==> src/rtl/rom_stream_reader.sv <==
// Reads a run of consecutive ROM words and streams them out as valid/ready.
// A credit check against a small FIFO hides the ROM's one-cycle read latency.
module rom_stream_reader #(
    parameter int AW    = 16,
    parameter int DW    = 8,
    parameter int DEPTH = 4
) (
    input  logic          clock,
    input  logic          reset_n,
    input  logic          start,
    input  logic [AW-1:0] base_addr,
    input  logic [AW-1:0] length,
    input  logic          abort,
    output logic          busy,
    output logic          done,
    output logic          rom_ce,
    output logic [AW-1:0] rom_address,
    input  logic [DW-1:0] rom_q,
    output logic          out_valid,
    output logic [DW-1:0] out_data,
    output logic          out_last,
    input  logic          out_ready
);

    localparam int PW = $clog2(DEPTH);
    localparam int CW = PW + 1;

    typedef enum logic [1:0] {
        IDLE,
        RUN,
        DRAIN
    } state_t;

    state_t state, state_nx;

    logic [AW-1:0] addr;
    logic [AW-1:0] remaining;
    logic          inflight;
    logic          inflight_last;
    logic          done_q;
    logic          done_nx;

    logic [DEPTH-1:0][DW-1:0] fifo_data;
    logic [DEPTH-1:0]         fifo_last;
    logic [PW-1:0]            rd_ptr;
    logic [PW-1:0]            wr_ptr;
    logic [CW-1:0]            count;

    logic issue;
    logic last_issue;
    logic push;
    logic pop;
    logic flush;
    logic head_last;

    // A read still in flight already owns a FIFO slot.
    assign issue = (state == RUN) && (remaining != '0)
                   && ((count + CW'(inflight)) < CW'(DEPTH));
    assign last_issue = issue && (remaining == AW'(1));
    assign push       = inflight;
    assign pop        = out_valid && out_ready;
    assign flush      = abort && (state != IDLE);
    assign head_last  = fifo_last[rd_ptr];

    assign rom_ce      = issue;
    assign rom_address = addr;
    assign busy        = (state != IDLE);
    assign done        = done_q;
    assign out_valid   = (count != '0);
    assign out_data    = fifo_data[rd_ptr];
    assign out_last    = out_valid && head_last;

    always_comb begin
        state_nx = state;
        done_nx  = 1'b0;
        unique case (state)
            IDLE: begin
                if (start) begin
                    if (length == '0) begin
                        done_nx = 1'b1;
                    end else begin
                        state_nx = RUN;
                    end
                end
            end
            RUN: begin
                if (abort) begin
                    state_nx = IDLE;
                end else if (last_issue) begin
                    state_nx = DRAIN;
                end
            end
            DRAIN: begin
                if (abort) begin
                    state_nx = IDLE;
                end else if (pop && head_last) begin
                    state_nx = IDLE;
                    done_nx  = 1'b1;
                end
            end
            default: state_nx = IDLE;
        endcase
    end

    always_ff @(posedge clock or negedge reset_n) begin
        if (!reset_n) begin
            state  <= IDLE;
            done_q <= 1'b0;
        end else begin
            state  <= state_nx;
            done_q <= done_nx;
        end
    end

    always_ff @(posedge clock or negedge reset_n) begin
        if (!reset_n) begin
            addr      <= '0;
            remaining <= '0;
        end else if ((state == IDLE) && start) begin
            addr      <= base_addr;
            remaining <= length;
        end else if (issue) begin
            addr      <= addr + AW'(1);
            remaining <= remaining - AW'(1);
        end
    end

    always_ff @(posedge clock or negedge reset_n) begin
        if (!reset_n) begin
            inflight      <= 1'b0;
            inflight_last <= 1'b0;
        end else begin
            inflight      <= issue && !flush;
            inflight_last <= last_issue && !flush;
        end
    end

    always_ff @(posedge clock or negedge reset_n) begin
        if (!reset_n) begin
            fifo_data <= '0;
            fifo_last <= '0;
            rd_ptr    <= '0;
            wr_ptr    <= '0;
            count     <= '0;
        end else if (flush) begin
            rd_ptr <= '0;
            wr_ptr <= '0;
            count  <= '0;
        end else begin
            if (push) begin
                fifo_data[wr_ptr] <= rom_q;
                fifo_last[wr_ptr] <= inflight_last;
                wr_ptr            <= wr_ptr + PW'(1);
            end
            if (pop) begin
                rd_ptr <= rd_ptr + PW'(1);
            end
            if (push && !pop) begin
                count <= count + CW'(1);
            end else if (pop && !push) begin
                count <= count - CW'(1);
            end
        end
    end

endmodule
==> config.mk <==
export PLATFORM = sky130hd
export DESIGN_NAME = rom_stream_reader
export DESIGN_NICKNAME = d
export VERILOG_FILES = /design/src/rtl/rom_stream_reader.sv
export SDC_FILE = /design/constraint.sdc
export NUM_CORES = 1
export LEC_CHECK = 0
export ABC_AREA = 1
export BUFFER_PORTS_ARGS = -buffer_cell sky130_fd_sc_hd__buf_2
export CAP_MARGIN = 25
export CORE_ASPECT_RATIO = 0.9
export CORE_MARGIN = 1
export CORE_UTILIZATION = 40
export CTS_CLUSTER_SIZE = 40
export DETAILED_ROUTE_END_ITERATION = 7
export SYNTH_ARGS = -nofsm -noshare
export SYNTH_HDL_FRONTEND = slang
export SYNTH_SLANG_ARGS = --single-unit
==> constraint.sdc <==
create_clock -name clock -period 2.1 [get_ports clock]
set_input_delay 0.315 -clock clock [delete_from_list [all_inputs] [get_ports clock]]
set_output_delay 0.315 -clock clock [all_outputs]
set_load 0.02 [all_outputs]
[After elaboration in Yosys (flattened, before gate mapping)]
Cells that the tools add are included.
Operators by class
  add/subtract/negate cells: 7
  $lt $le $gt $ge: 4
  eq/ne operators: 7
  multiplexer cells: 33
  bitwise logic cells: 1
  reductions and logical operators: 27
Operators by type and width (count)
  $mux W16: 4
  $bwmux W32: 1
  $mux W2: 10
  $add A16 B1 Y16 const B: 1
  $bmux W8 S2: 1
  $demux W8 S2: 1
  $eq A16 B1 Y1 const B: 1
  $logic_not A16 Y1: 1
  $mux W8: 2
  $reduce_bool A16 Y1: 1
  $sub A16 B1 Y16 const B: 1
  $logic_and A1 B1 Y1: 13
  $mux W3: 3
  $reduce_bool A2 Y1: 4
  $lt A2 B3 Y1 const B: 2
  $mux W1: 6
  $ne A3 B3 Y1 const B: 2
  $pmux W2 S3: 1
  $reduce_bool A3 Y1: 2
  $add A2 B1 Y2 const B: 2
  $bwmux W4: 1
  $ne A2 B2 Y1 const B: 2
  $reduce_and A4 Y1: 1
  $add A3 B1 Y3: 1
  other kinds (13): 15
Storage, ports and cells
  register bits: 80
  input port bits: 45
  output and inout bits: 29
  logic and storage cells: 93

[Longest topological paths before layout]
Gate-level depths: netlist of the first run.
  depth after elaboration: 7
  gate-level depth with buffers: 12
  mapped depth without buffers: 11

[Worst setup path after synthesis of the first run]
No wires, ideal clock.
  path type: register to register
  start: reg count[2]
  end: reg count[2]
  setup time: 126 ps
  arrival time: 1713 ps
  data required time: 1974 ps
  slack: 261 ps
  cell stages (with the launch flop): 11
  path buffers: 0
  clock period less this slack: 1839 ps
  cells stage by stage: dfrtp_1 nor2_1 nand2_1 nand2_1 nand2_1 inv_1 fa_1 xnor2_1 xor2_1 nand3_1 o21ai_0
Between the ends
  word-level cells in the longest chain between the ends: 6
  elaborated cells on any way between the ends: 11
  those cells by class: add/sub: 2; mux: 3; reduce/logical: 6
Ends and longest elaborated chain
  from (decl): line 47  | logic [CW-1:0] count;
  from (signal assigned): line 159  | count <= count + CW'(1);
  from (signal assigned): line 161  | count <= count - CW'(1);
  $reduce_bool A3 Y1 (*): line 69  | assign out_valid = (count != '0);
  net out_valid: line 19  | output logic out_valid,
  $logic_and A1 B1 Y1 (*): line 61  | assign pop = out_valid && out_ready;
  $logic_not A1 Y1: line 158  | if (push && !pop) begin
  $logic_and A1 B1 Y1: line 158
  $mux W3: line 158
  $mux W3: line 145  | end else if (flush) begin
The timed path passes the listed nets; every way through them passes the cells marked *. The select of a mux whose other input is x is not followed.
A chain may end at the register's enable or synchronous reset.

[Worst setup path after layout of the first run]
  start: reg remaining[4]
  end: out rom_ce
Between the ends
  word-level cells in the longest chain between the ends: 3
Ends and longest elaborated chain
  from (decl): line 37  | logic [AW-1:0] remaining;
  from (signal assigned): line 121  | remaining <= length;
  from (signal assigned): line 124  | remaining <= remaining - AW'(1);
  $reduce_bool A16 Y1: line 57  | assign issue = (state == RUN) && (remaining != '0)
  $logic_and A1 B1 Y1: line 57
  $logic_and A1 B1 Y1: line 58  | && ((count + CW'(inflight)) < CW'(DEPTH));
  to (decl): line 16  | output logic rom_ce,
Every way passes these cells.

==> run summary, run 1 <==
The run finished with clean final reports. After synthesis, the mean cell area works out to 7.75 um2. For this run, the post-layout net count is 729. The distinct cell type count after synthesis is 38.

In this run the clock root is driven by a sky130_fd_sc_hd__clkbuf_16. The maximum clock path buffer count came out at 2. In the routed design, unresolved DRC markers number 0. The number of nets in the synthesized netlist is 648.

The core region is 0.0110 mm2. The part of the Yosys area used for sequential elements came out at 43.5%. In this run the tightest slew margin relative to its limit is 64.9%. The critical path is of the flip-flop to output pin type.

The register clock-pin slew on the reported worst setup and hold paths is 0.06 ns. Across the VDD grid, the largest voltage drop is 0.000664 V. The later pin in the worst-skew pair is clocked with a latency of 0.34 ns. The category of the worst setup path launch point is a flip-flop.

The number of warnings issued by yosys is 0. The minimum clock period after layout is 1.99 ns. Setup repair after global routing left no endpoint under its margin.

The die area is 0.0119 mm2. Synthesis produced a netlist whose cell count is 594. The count of TritonRoute iterations in the first routing pass came out at 5. The overall overflow remaining after global route came out at 0.

The clock skew is 0.00952 ns. The final weighted congestion in routability-driven placement came out at 0.837. Leaving out fill and tap cells, the most frequent cell in the layout is sky130_fd_sc_hd__nand2_1.

Entering global routing, the biggest net connects 40 pins. The count of placed standard cells including taps came out at 810. Port buffering added 73 buffers. The synthesis-to-layout area growth is 19.4%. The total power is 0.00873 W. The required time of the critical path is 1.78 ns.

Along the worst path, the maximum fanout reaches 16. The effective utilization at floorplan came out at 41.9%. The count of pins over their slew limit came out at 0. The number of failing hold endpoints at the final stage came out at 0. The library cells used most frequently in the layout, excluding fill and tap cells, are sky130_fd_sc_hd__nand2_1 (163), sky130_fd_sc_hd__dfrtp_1 (79), sky130_fd_sc_hd__nor2_1 (73), sky130_fd_sc_hd__buf_2 (71), sky130_fd_sc_hd__o21ai_0 (63).

The number of standard cells in the final layout excluding fillers is 832. The violation count after the first detailed-routing iteration came out at 292. The number of H-tree levels came out at 3.

The total clock buffers created by CTS is 9. The final setup violation count is 0. After floorplanning, the core was divided into 36 placement rows. The count of boundary I/O pins is 74.

The number of antenna violations at the first check in global routing came out at 0. The via density per instance came out at 5.03. The via count of the first global-routing pass came to 3864. The all-layer global routing usage came out at 20.4%. The die is 104 um tall. The number of vias in the routed layout came out at 4189. The die is 115 um wide. The critical path endpoint category is an output pin.

The slew at the pin closest to its max-slew limit came out at 0.526 ns. Of all flip-flops after synthesis, the portion carrying an async set or reset was 100%. The half-perimeter wire length after detailed placement is 8.27 mm. The share of post-route cells with drive strength above 1 came out at 22.6%. The residual antenna-violating net count after detailed routing is 0. TritonCTS built the clock tree. The max-capacitance violation count came out at 0. Adding up every negative setup slack in the final design gives 0 ns. The wire length of the first global-routing pass is 19.1 mm. Static timing analysis puts the maximum clock frequency at 502 MHz.

For this design the static power due to leakage is 2.75 nW. The most common flop cell mapped by yosys is sky130_fd_sc_hd__dfrtp_1. The average wire per cell in the routed design came out at 13.7 um. Counting flops with a built-in enable in the synthesized netlist gives 0. The clock sink count is 80. The data arrival time of the worst path is 1.68 ns. Synthesis inferred 80 register bits.

Dividing the final minimum period by the clock period gives 94.8%. The power density normalized to cell area is 1590 mW/mm2. In this run the worst hold path is classified as input pin to flip-flop.

The antenna diode instance count came out at 0. The synthesized area is 0.00460 mm2. The aggregate routed wire length is 11.4 mm.
## per-layer routing
layer	share of wire (%)	track usage, %	vias up
li1	-	-	2087
met2	44	29.2	138
met4	0.74	5.01	0
met5	0	0	-
met3	7.2	5.50	8
met1	48	30.2	1956
## worst max-delay path, stage by stage, from the launching register on
cell                      delay (ns)
sky130_fd_sc_hd__dfrtp_1        0.42
sky130_fd_sc_hd__nor2_2         0.20
sky130_fd_sc_hd__nand2_2        0.11
sky130_fd_sc_hd__nor2_2         0.08
sky130_fd_sc_hd__nand2_1        0.06
sky130_fd_sc_hd__nand2_2        0.11
sky130_fd_sc_hd__buf_12         0.13
sky130_fd_sc_hd__inv_12         0.06
sky130_fd_sc_hd__buf_4          0.15
## worst paths after layout
| kind | to | startpoint | slack [ns] | depth (start not counted) |
|---|---|---|---|---|
| min in group asynchronous | fifo_data[31] | reset_n | 0.48 | 2 |
| worst min register to register | fifo_data[24] | fifo_data[24] | 0.48 | 2 |
| worst min-delay path | rom_address[15] | base_addr[15] | 0.21 | 3 |
| worst max register to register | count[2] | count[2] | 0.19 | 10 |
| worst max-delay path | rom_ce | remaining[4] | 0.11 | 8 |
| max in group asynchronous | count[2] | reset_n | 0.99 | 3 |
## synth_stat cells (all sizes together) (8+ instances only)
cell / instances / area, um2
buf: 15 / 119
dfrtp: 80 / 2000
ha: 8 / 100
inv: 49 / 191
nand2: 180 / 738
nand3: 44 / 260
nor2: 87 / 395
o211ai: 11 / 87.6
o21ai: 66 / 334
o22ai: 10 / 62.6
xor2: 9 / 78.8
## layout make-up
class | instances | area, um2
inverter | 50 | 200
fill | 1099 | 5490
clock inverter | 6 | 67.6
clock buffer | 10 | 239
multi-input combinational | 445 | 2280
timing repair buffer | 89 | 518
sequential | 80 | 2000
tap | 152 | 190
## power by group
group          switching [W]  internal [W]  total [W]  leakage [nW]
Clock               0.000664      0.000958    0.00162         0.145
Sequential          0.000601       0.00221    0.00281          1.00
Combinational        0.00272       0.00157    0.00430          1.60
## flip-flops by register name, indices dropped and copies added (netlist names)
register and flops:
done 1, wr_ptr 2, rom_address 16, inflight_last 1, remaining 16, count 3, state 2, rd_ptr 2
fifo_data 32, inflight 1, fifo_last 4
## cells by family after synthesis
logic type                 synth area share, %
AOI/OAI and AO/OA                         11.7
xor gates and xnor gates                  2.85
adders and majority gates                 2.61
buffers and inverters                     7.15
DFF                                       43.5
and+or+nand+nor                           32.2
## per-stage QoR
step	hold slack (ns)	setup WS, ns	utilization [%]	cell area (um2)
global placement	0.323	0.347	46.5	5110
floorplan	0.0194	0.261	-	4600
CTS	0.200	0.00447	49.4	5430
finish	0.208	0.110	50.0	5500
detailed placement	0.327	0.189	46.5	5110
global route	0.205	0.00817	50.0	5500
## timing repair
action / 4_1_cts / 5_1_grt
hold buffers: 1 / 0
buffers inserted: 0 / 5
endpoints found under the setup margin: 1 / 2
endpoints found under the hold margin: 37 / 0
resized for setup: 2 / 8
Note: power is estimated with default switching activity, not from simulation.
==> run 2, diff against run 1 <==
--- a/config.mk
+++ b/config.mk
@@ -13,6 +13,7 @@
 export CORE_UTILIZATION = 40
 export CTS_CLUSTER_SIZE = 40
 export DETAILED_ROUTE_END_ITERATION = 7
+export GPL_TIMING_DRIVEN = 0
 export SYNTH_ARGS = -nofsm -noshare
 export SYNTH_HDL_FRONTEND = slang
 export SYNTH_SLANG_ARGS = --single-unit
==> run 2 against run 1 <==
Compared with the run above: wire length increased by 7.8%; core utilization grew 0.84 points; fmax fell by 0.90%; clock skew fell by 0.0033 ns; final area up 1.7%; first-iteration DRC count grew 13%; die area unchanged; sequential share of layout area decreased by 0.60 points; clock power is 6% lower.
==> run summary, run 2 (same netlist as run 1, synthesis figures left out) <==
The flow ran to the end, and the final reports show no timing, DRC or antenna violations. The net count of the finished layout is 742 (+1.8%). The placement row count is 36 (unchanged). STA classifies the critical path startpoint as a flip-flop. The relative max-transition margin is 64.3% (-0.67 points).

The internal portion of total power was 0.00476 W (+0.37%). The power density normalized to cell area came out at 1590 mW/mm2 (about the same). The number of antenna violations at the first check in global routing was 0 (unchanged). The proportion of power drawn by flip-flops and latches was 31.7% (-0.5 points). fifo_data holds more flip-flops than any other register.

The slew at the pin closest to its max-slew limit is 0.536 ns (+0.0101 ns). The share of post-route cells with drive strength above 1 is 24.5% (+1.9 points). The largest net degree at the start of global routing came to 43 (+7.5%). The die area came out at 0.0119 mm2 (unchanged).

The worst setup path is captured at an output pin. The flip-flop count of the largest register, all copies and words added came out at 32 (unchanged). The violation count after the first detailed-routing iteration is 330 (+13%). The tree is rooted in a sky130_fd_sc_hd__clkbuf_16.

The overall overflow remaining after global route came out at 0 (unchanged). The count of TritonRoute iterations in the first routing pass was 6 (+1). The worst min-delay path class is input pin to flip-flop. The horizontal die dimension came out at 115 um (unchanged). Setup repair after global routing left no endpoint under its margin. The effective utilization at floorplan is 41.9% (unchanged). The share of power burned in the clock network came out at 17.2% (-1.4 points). The port buffer count is 73 (unchanged). The final weighted congestion in routability-driven placement is 0.875 (+4.6%). The total clock buffers created by CTS is 9 (unchanged).

The largest vdd supply drop is 0.000570 V (-14%). The average wire per cell in the routed design is 14.6 um (+6.1%). The wire length of the first global-routing pass came out at 20.6 mm (+8.1%). The DRC violation count after routing was 0 (unchanged).

The clock sink count is 80 (unchanged). The worst hold-check slack came out at 0.206 ns (-0.00140 ns). The switching portion of total power came out at 46.4% (+0.72 points). The residual antenna-violating net count after detailed routing is 0 (unchanged). The half-perimeter wire length after detailed placement was 8.81 mm (+6.5%). The register clock-pin slew on the reported worst setup and hold paths is 0.06 ns (about the same). The worst hold path terminates at remaining[14]. The maximum operating frequency is 498 MHz (-0.90%). The highest fanout seen on the critical path came out at 10 (-6). The clock latency reported for the late side of the worst-skew pair is 0.34 ns (about the same). The data arrival time of the worst path is 1.69 ns (about the same). Leaving out fill and tap cells, the most frequent cell in the layout is sky130_fd_sc_hd__nand2_1. The part of the power in combinational logic came out at 51.0% (+1.8 points). The cell depth of the worst min-delay path came out at 3 (unchanged). The number of H-tree levels is 3 (unchanged). The max-capacitance violation count came to 0 (unchanged). The required time of the critical path is 1.78 ns (about the same). The final setup violation count came out at 0 (unchanged). The critical path is of the flip-flop to output pin type. The share of the core filled with cells came to 50.9% (+0.84 points). The all-layer global routing usage came out at 22.4% (+2.0 points). The fraction of the cycle the final worst path needs is 95.6% (+0.86 points). The number of standard cells in the final layout excluding fillers is 845 (+1.6%).

The count of boundary I/O pins came out at 74 (unchanged). The minimum clock period after layout came out at 2.01 ns (+0.0180 ns). The leakage dissipation came out at 2.79 nW (+1.5%). The cell count of the worst reg-to-reg path is 10 (unchanged). Leaving out fill and tap cells, the most frequent cells in the layout are sky130_fd_sc_hd__nand2_1 (163), sky130_fd_sc_hd__dfrtp_1 (79), sky130_fd_sc_hd__buf_2 (78), sky130_fd_sc_hd__nor2_1 (71), sky130_fd_sc_hd__o21ai_0 (63). The net switching power came out at 0.00412 W (+3.3%).

The synthesis-to-layout area growth is 21.5%. The clock skew came out at 0.00617 ns (-0.00335 ns). TritonCTS built the clock tree.

The antenna diode instance count was 0 (unchanged). The count of pins over their slew limit is 0 (unchanged). The worst register-to-register path ends at count[2].

The number of vias in the routed layout was 4299 (+2.6%). The core area is 0.0110 mm2 (unchanged). The aggregate routed wire length is 12.3 mm (+7.8%). The startpoint identified for the worst register-to-register timing path is count[2]. The via count of the first global-routing pass is 4164 (+7.8%).

The startpoint identified for the worst hold timing path is length[14]. The maximum clock path buffer count came out at 2 (unchanged). The die outline height is 104 um (unchanged). The via density per instance came out at 5.09 (+1.0%). The post-placement cell area came out at 0.00519 mm2 (+1.4%). The final sum of negative setup slack is 0 ns (unchanged). The number of failing hold endpoints at the final stage is 0 (unchanged). The flop-to-flop setup slack was 0.17 ns (-0.02 ns).

The final design area excluding fillers is 0.00559 mm2 (+1.7%). The count of placed standard cells including taps is 820 (+1.2%).
[run 2: critical path: stages, from the launching register on]
cell,delay [ns]
sky130_fd_sc_hd__dfrtp_1,0.42
sky130_fd_sc_hd__clkbuf_4,0.24
sky130_fd_sc_hd__clkbuf_4,0.25
sky130_fd_sc_hd__nor2_1,0.07
sky130_fd_sc_hd__o22ai_1,0.17
sky130_fd_sc_hd__buf_2,0.20
[run 2: power groups by stage]
stage          sequential (W)  combinational [W]  clock (W)
3_3_place_gp          0.00280            0.00424          0
6_report              0.00282            0.00453    0.00153
5_1_grt               0.00291            0.00507    0.00163
4_1_cts               0.00281            0.00447    0.00157
2_1_floorplan         0.00288            0.00301          0
3_5_place_dp          0.00283            0.00432          0
[run 2: stage by stage]
stage | setup slack [ns] | power, W
floorplan | 0.261 | 0.00589
global placement | 0.00685 | 0.00704
detailed placement | 0.0208 | 0.00715
CTS | 0.000404 | 0.00884
global route | 0.0100 | 0.00961
finish | 0.0917 | 0.00888
[run 2: timing repair]
| item | CTS | global route |
|---|---|---|
| setup endpoints to repair | 9 | 9 |
| hold endpoints to repair | 38 | 0 |
| hold buffers | 1 | 0 |
| gates resized for setup | 9 | 13 |
| setup buffers | 5 | 4 |
| pin swaps | 1 | 2 |
[run 2: routing by layer]
metal,part of all wire (%),track usage (%),up-vias,routed length [um]
met5,0,0,-,0
met4,0.61,4.82,0,75
met3,6.8,5.85,9,839
met2,45,33.7,125,5540
met1,48,32.2,2049,5870
li1,-,-,2116,-
[run 2: layout make-up]
type | count | area (um2)
Clock buffer | 10 | 239
Timing Repair Buffer | 84 | 479
Fill cell | 1133 | 5400
Sequential cell | 80 | 2000
Multi-Input combinational cell | 445 | 2290
Clock inverter | 6 | 52.6
Buffer | 18 | 133
Tap cell | 152 | 190
Inverter | 50 | 199
[run 2: worst max-delay path by stage]
stage,startpoint,to,slack [ns],cells after the start
6_report,rd_ptr[0],out_data[3],0.09,5
5_1_grt,rd_ptr[0],out_data[3],0.01,5
4_1_cts,remaining[13],rom_ce,0.0004,9
3_5_place_dp,rd_ptr[0],out_data[3],0.02,5
3_3_place_gp,rd_ptr[0],out_data[3],0.007,5
2_1_floorplan,count[2],count[2],0.26,10
==> run 3, diff against run 2 <==
--- a/config.mk
+++ b/config.mk
@@ -11,9 +11,11 @@
 export CORE_ASPECT_RATIO = 0.9
 export CORE_MARGIN = 1
 export CORE_UTILIZATION = 40
+export CTS_CLUSTER_DIAMETER = 120
 export CTS_CLUSTER_SIZE = 40
 export DETAILED_ROUTE_END_ITERATION = 7
 export GPL_TIMING_DRIVEN = 0
+export PLACE_DENSITY = 0.67
 export SYNTH_ARGS = -nofsm -noshare
 export SYNTH_HDL_FRONTEND = slang
 export SYNTH_SLANG_ARGS = --single-unit
==> run 3 against run 2 <==
Compared with the run above: final cell count is 0.47% higher; worst hold slack worse by 0.0045 ns; critical path depth is 4 higher; fmax is 1.8% lower; power is 1.9% higher; count of clock-buffer cells in the layout stayed put; global-route usage is 0.63 points lower; final area is 0.92% higher; sequential power hardly changed; wire length is 0.52% lower; first-iteration DRC count is 11% lower.
==> run summary, run 3 (same netlist as run 1, synthesis figures left out) <==
The worst hold-check slack came to 0.202 ns (-0.00453 ns). The setup slack after layout came to 0.0544 ns (-0.0373 ns). The net count of the finished layout was 747 (+0.67%). The run finished with clean final reports.

The half-perimeter wire length after detailed placement is 8.62 mm (-2.1%). The number of H-tree levels is 3 (unchanged). The number of failing hold endpoints at the final stage came out at 0 (unchanged). The cell count of the worst reg-to-reg path is 10 (unchanged). The highest fanout seen on the critical path came out at 10 (unchanged).

The via count of the first global-routing pass is 4134 (-0.72%). The top cell types in the final layout, fill and taps aside, are sky130_fd_sc_hd__nand2_1 (163), sky130_fd_sc_hd__buf_2 (79), sky130_fd_sc_hd__dfrtp_1 (78), sky130_fd_sc_hd__nor2_1 (70), sky130_fd_sc_hd__o21ai_0 (63). The number of antenna violations at the first check in global routing came out at 0 (unchanged).

The count of TritonRoute iterations in the first routing pass was 5 (-1). The flop-to-flop setup slack came to 0.18 ns (about the same). The power density normalized to cell area came to 1600 mW/mm2 (+0.96%). The core area came out at 0.0110 mm2 (unchanged). The required time of the critical path came out at 1.78 ns (about the same).

The data arrival time of the worst path came out at 1.73 ns (+0.04 ns). Setup repair after global routing could not meet its margin everywhere. The port buffer count came out at 73 (unchanged). The TritonCTS clock tree is yes. The share of post-route cells with drive strength above 1 came out at 25.0% (+0.43 points). The worst setup path is captured at an output pin. The worst setup slack after placement was -0.0112 ns (-0.0320 ns). The antenna diode instance count is 0 (unchanged). The library cell used most frequently in the layout, excluding fill and tap cells, is sky130_fd_sc_hd__nand2_1. The flip-flop count of the largest register, all copies and words added came to 32 (unchanged). The total clock buffers created by CTS is 9 (unchanged). The minimum clock period after layout is 2.05 ns (+0.0373 ns).

The min-delay analysis places its worst path in the category input pin to flip-flop. The final weighted congestion in routability-driven placement is 0.892 (+1.9%). The post-placement cell area came to 0.00519 mm2 (unchanged). The final setup violation count came to 0 (unchanged). The largest net degree at the start of global routing came to 47 (+9.3%).

The aggregate routed wire length is 12.3 mm (-0.52%). The via density per instance came to 5.04 (-0.91%). The count of pins over their slew limit is 0 (unchanged). The DRC violation count after routing is 0 (unchanged).

The total power is 0.00905 W (+1.9%). The max-capacitance violation count was 0 (unchanged). The overall overflow remaining after global route came out at 0 (unchanged). The clock sink count came out at 80 (unchanged). The number of vias in the routed layout is 4280 (-0.44%).

In this run the critical register-to-register path is launched from count[2]. The leakage dissipation came to 2.83 nW (+1.6%). The violation count after the first detailed-routing iteration came out at 293 (-11%).

The clock skew was 0.00891 ns (+0.00274 ns). The largest vdd supply drop is 0.000840 V (+47%). The horizontal die dimension came to 115 um (unchanged).

The fraction of the cycle the final worst path needs came out at 97.4% (+1.8 points). The all-layer global routing usage was 21.8% (-0.63 points). STA classifies the critical path startpoint as a flip-flop. In this run the most critical hold path is launched from base_addr[15].

The maximum clock path buffer count came out at 2 (unchanged). The worst register-to-register path ends at count[2]. The final sum of negative setup slack was 0 ns (unchanged). The count of boundary I/O pins came out at 74 (unchanged). The die area came out at 0.0119 mm2 (unchanged). The path with the worst hold slack has its endpoint at rom_address[15].

The clock latency reported for the late side of the worst-skew pair came out at 0.35 ns (about the same). The relative max-transition margin came out at 66.7% (+2.4 points). The final design area excluding fillers is 0.00564 mm2 (+0.92%). The synthesis-to-layout area growth is 22.6%. The maximum operating frequency came out at 489 MHz (-1.8%). The residual antenna-violating net count after detailed routing is 0 (unchanged).

The average wire per cell in the routed design came out at 14.4 um (-0.99%). The slew at the pin closest to its max-slew limit is 0.500 ns (-0.0364 ns). The wire length of the first global-routing pass was 20.1 mm (-2.4%).

The register clock-pin slew on the reported worst setup and hold paths was 0.06 ns (about the same). The placement row count came out at 36 (unchanged). The clock tree root driver cell is sky130_fd_sc_hd__clkbuf_16. The critical path is of the flip-flop to output pin type. The die outline height came out at 104 um (unchanged). The effective utilization at floorplan came to 41.9% (unchanged).

The cell depth of the worst min-delay path came out at 3 (unchanged). The register with the most flip-flops in the final layout is fifo_data.
[run 3: changes by cell type in the layout (fill, tap and decap cells not counted), sizes merged]
cell / before / now
clkinvlp: 3 / 0
buf: 97 / 103
bufinv: 0 / 1
clkinv: 2 / 4
inv: 51 / 50
clkbuf: 14 / 13
[run 3: report_power, final]
group | leakage [nW] | internal (W) | switching (W) | total, W
logic | 1.68 | 0.00176 | 0.00286 | 0.00462
clock network | 0.149 | 0.000957 | 0.000654 | 0.00161
registers | 1.00 | 0.00221 | 0.000602 | 0.00281
total | 2.83 | 0.00493 | 0.00411 | 0.00905
[run 3: what timing repair did]
item                                    4_1_cts  5_1_grt
endpoints found under the hold margin        34        0
endpoints found under the setup margin        9        5
pin swaps                                     1        4
resized for setup                            10       10
hold buffers                                  1        0
gates cloned                                  0        0
setup buffers                                 2       11
[run 3: per-stage QoR]
step	instances	util (%)
floorplan	594	-
global placement	819	46.9
detailed placement	820	47.2
CTS	838	50.4
global route	849	51.3
finish	849	51.3
[run 3: worst max-delay path, stage by stage, from the launching register on]
cell and delay (ns):
sky130_fd_sc_hd__dfrtp_1 0.43, sky130_fd_sc_hd__nor2_4 0.18, sky130_fd_sc_hd__nand2_4 0.08, sky130_fd_sc_hd__nor2_2 0.09, sky130_fd_sc_hd__nand2_1 0.07, sky130_fd_sc_hd__nand2_2 0.08
sky130_fd_sc_hd__buf_8 0.11, sky130_fd_sc_hd__inv_8 0.04, sky130_fd_sc_hd__buf_12 0.14, sky130_fd_sc_hd__buf_4 0.15
[run 3: cell type report]
cell class | instances | area (um2)
inverters | 50 | 196
well taps | 152 | 190
clock buffers | 10 | 239
fillers | 1087 | 5350
clock inverters | 5 | 65.1
repair buffers | 88 | 505
multi-input cells | 445 | 2290
flip-flops and latches | 80 | 2000
plain buffers | 19 | 146
[run 3: routing by layer]
metal	routed length [um]	GRT usage [%]	vias up
met5	0	0	-
li1	-	-	2124
met1	5770	30.9	2026
met4	161	6.86	0
met2	5620	32.2	116
met3	706	5.68	14
[run 3: worst max-delay path by stage]
| stage | startpoint | to | cells past startpoint |
|---|---|---|---|
| final | remaining[5] | rom_ce | 9 |
| after global routing | remaining[11] | rom_ce | 9 |
| after CTS | remaining[0] | rom_ce | 10 |
| after detailed placement | rd_ptr[0] | out_data[4] | 5 |
| after global placement | rd_ptr[0] | out_data[4] | 5 |
| after floorplan | count[2] | count[2] | 10 |
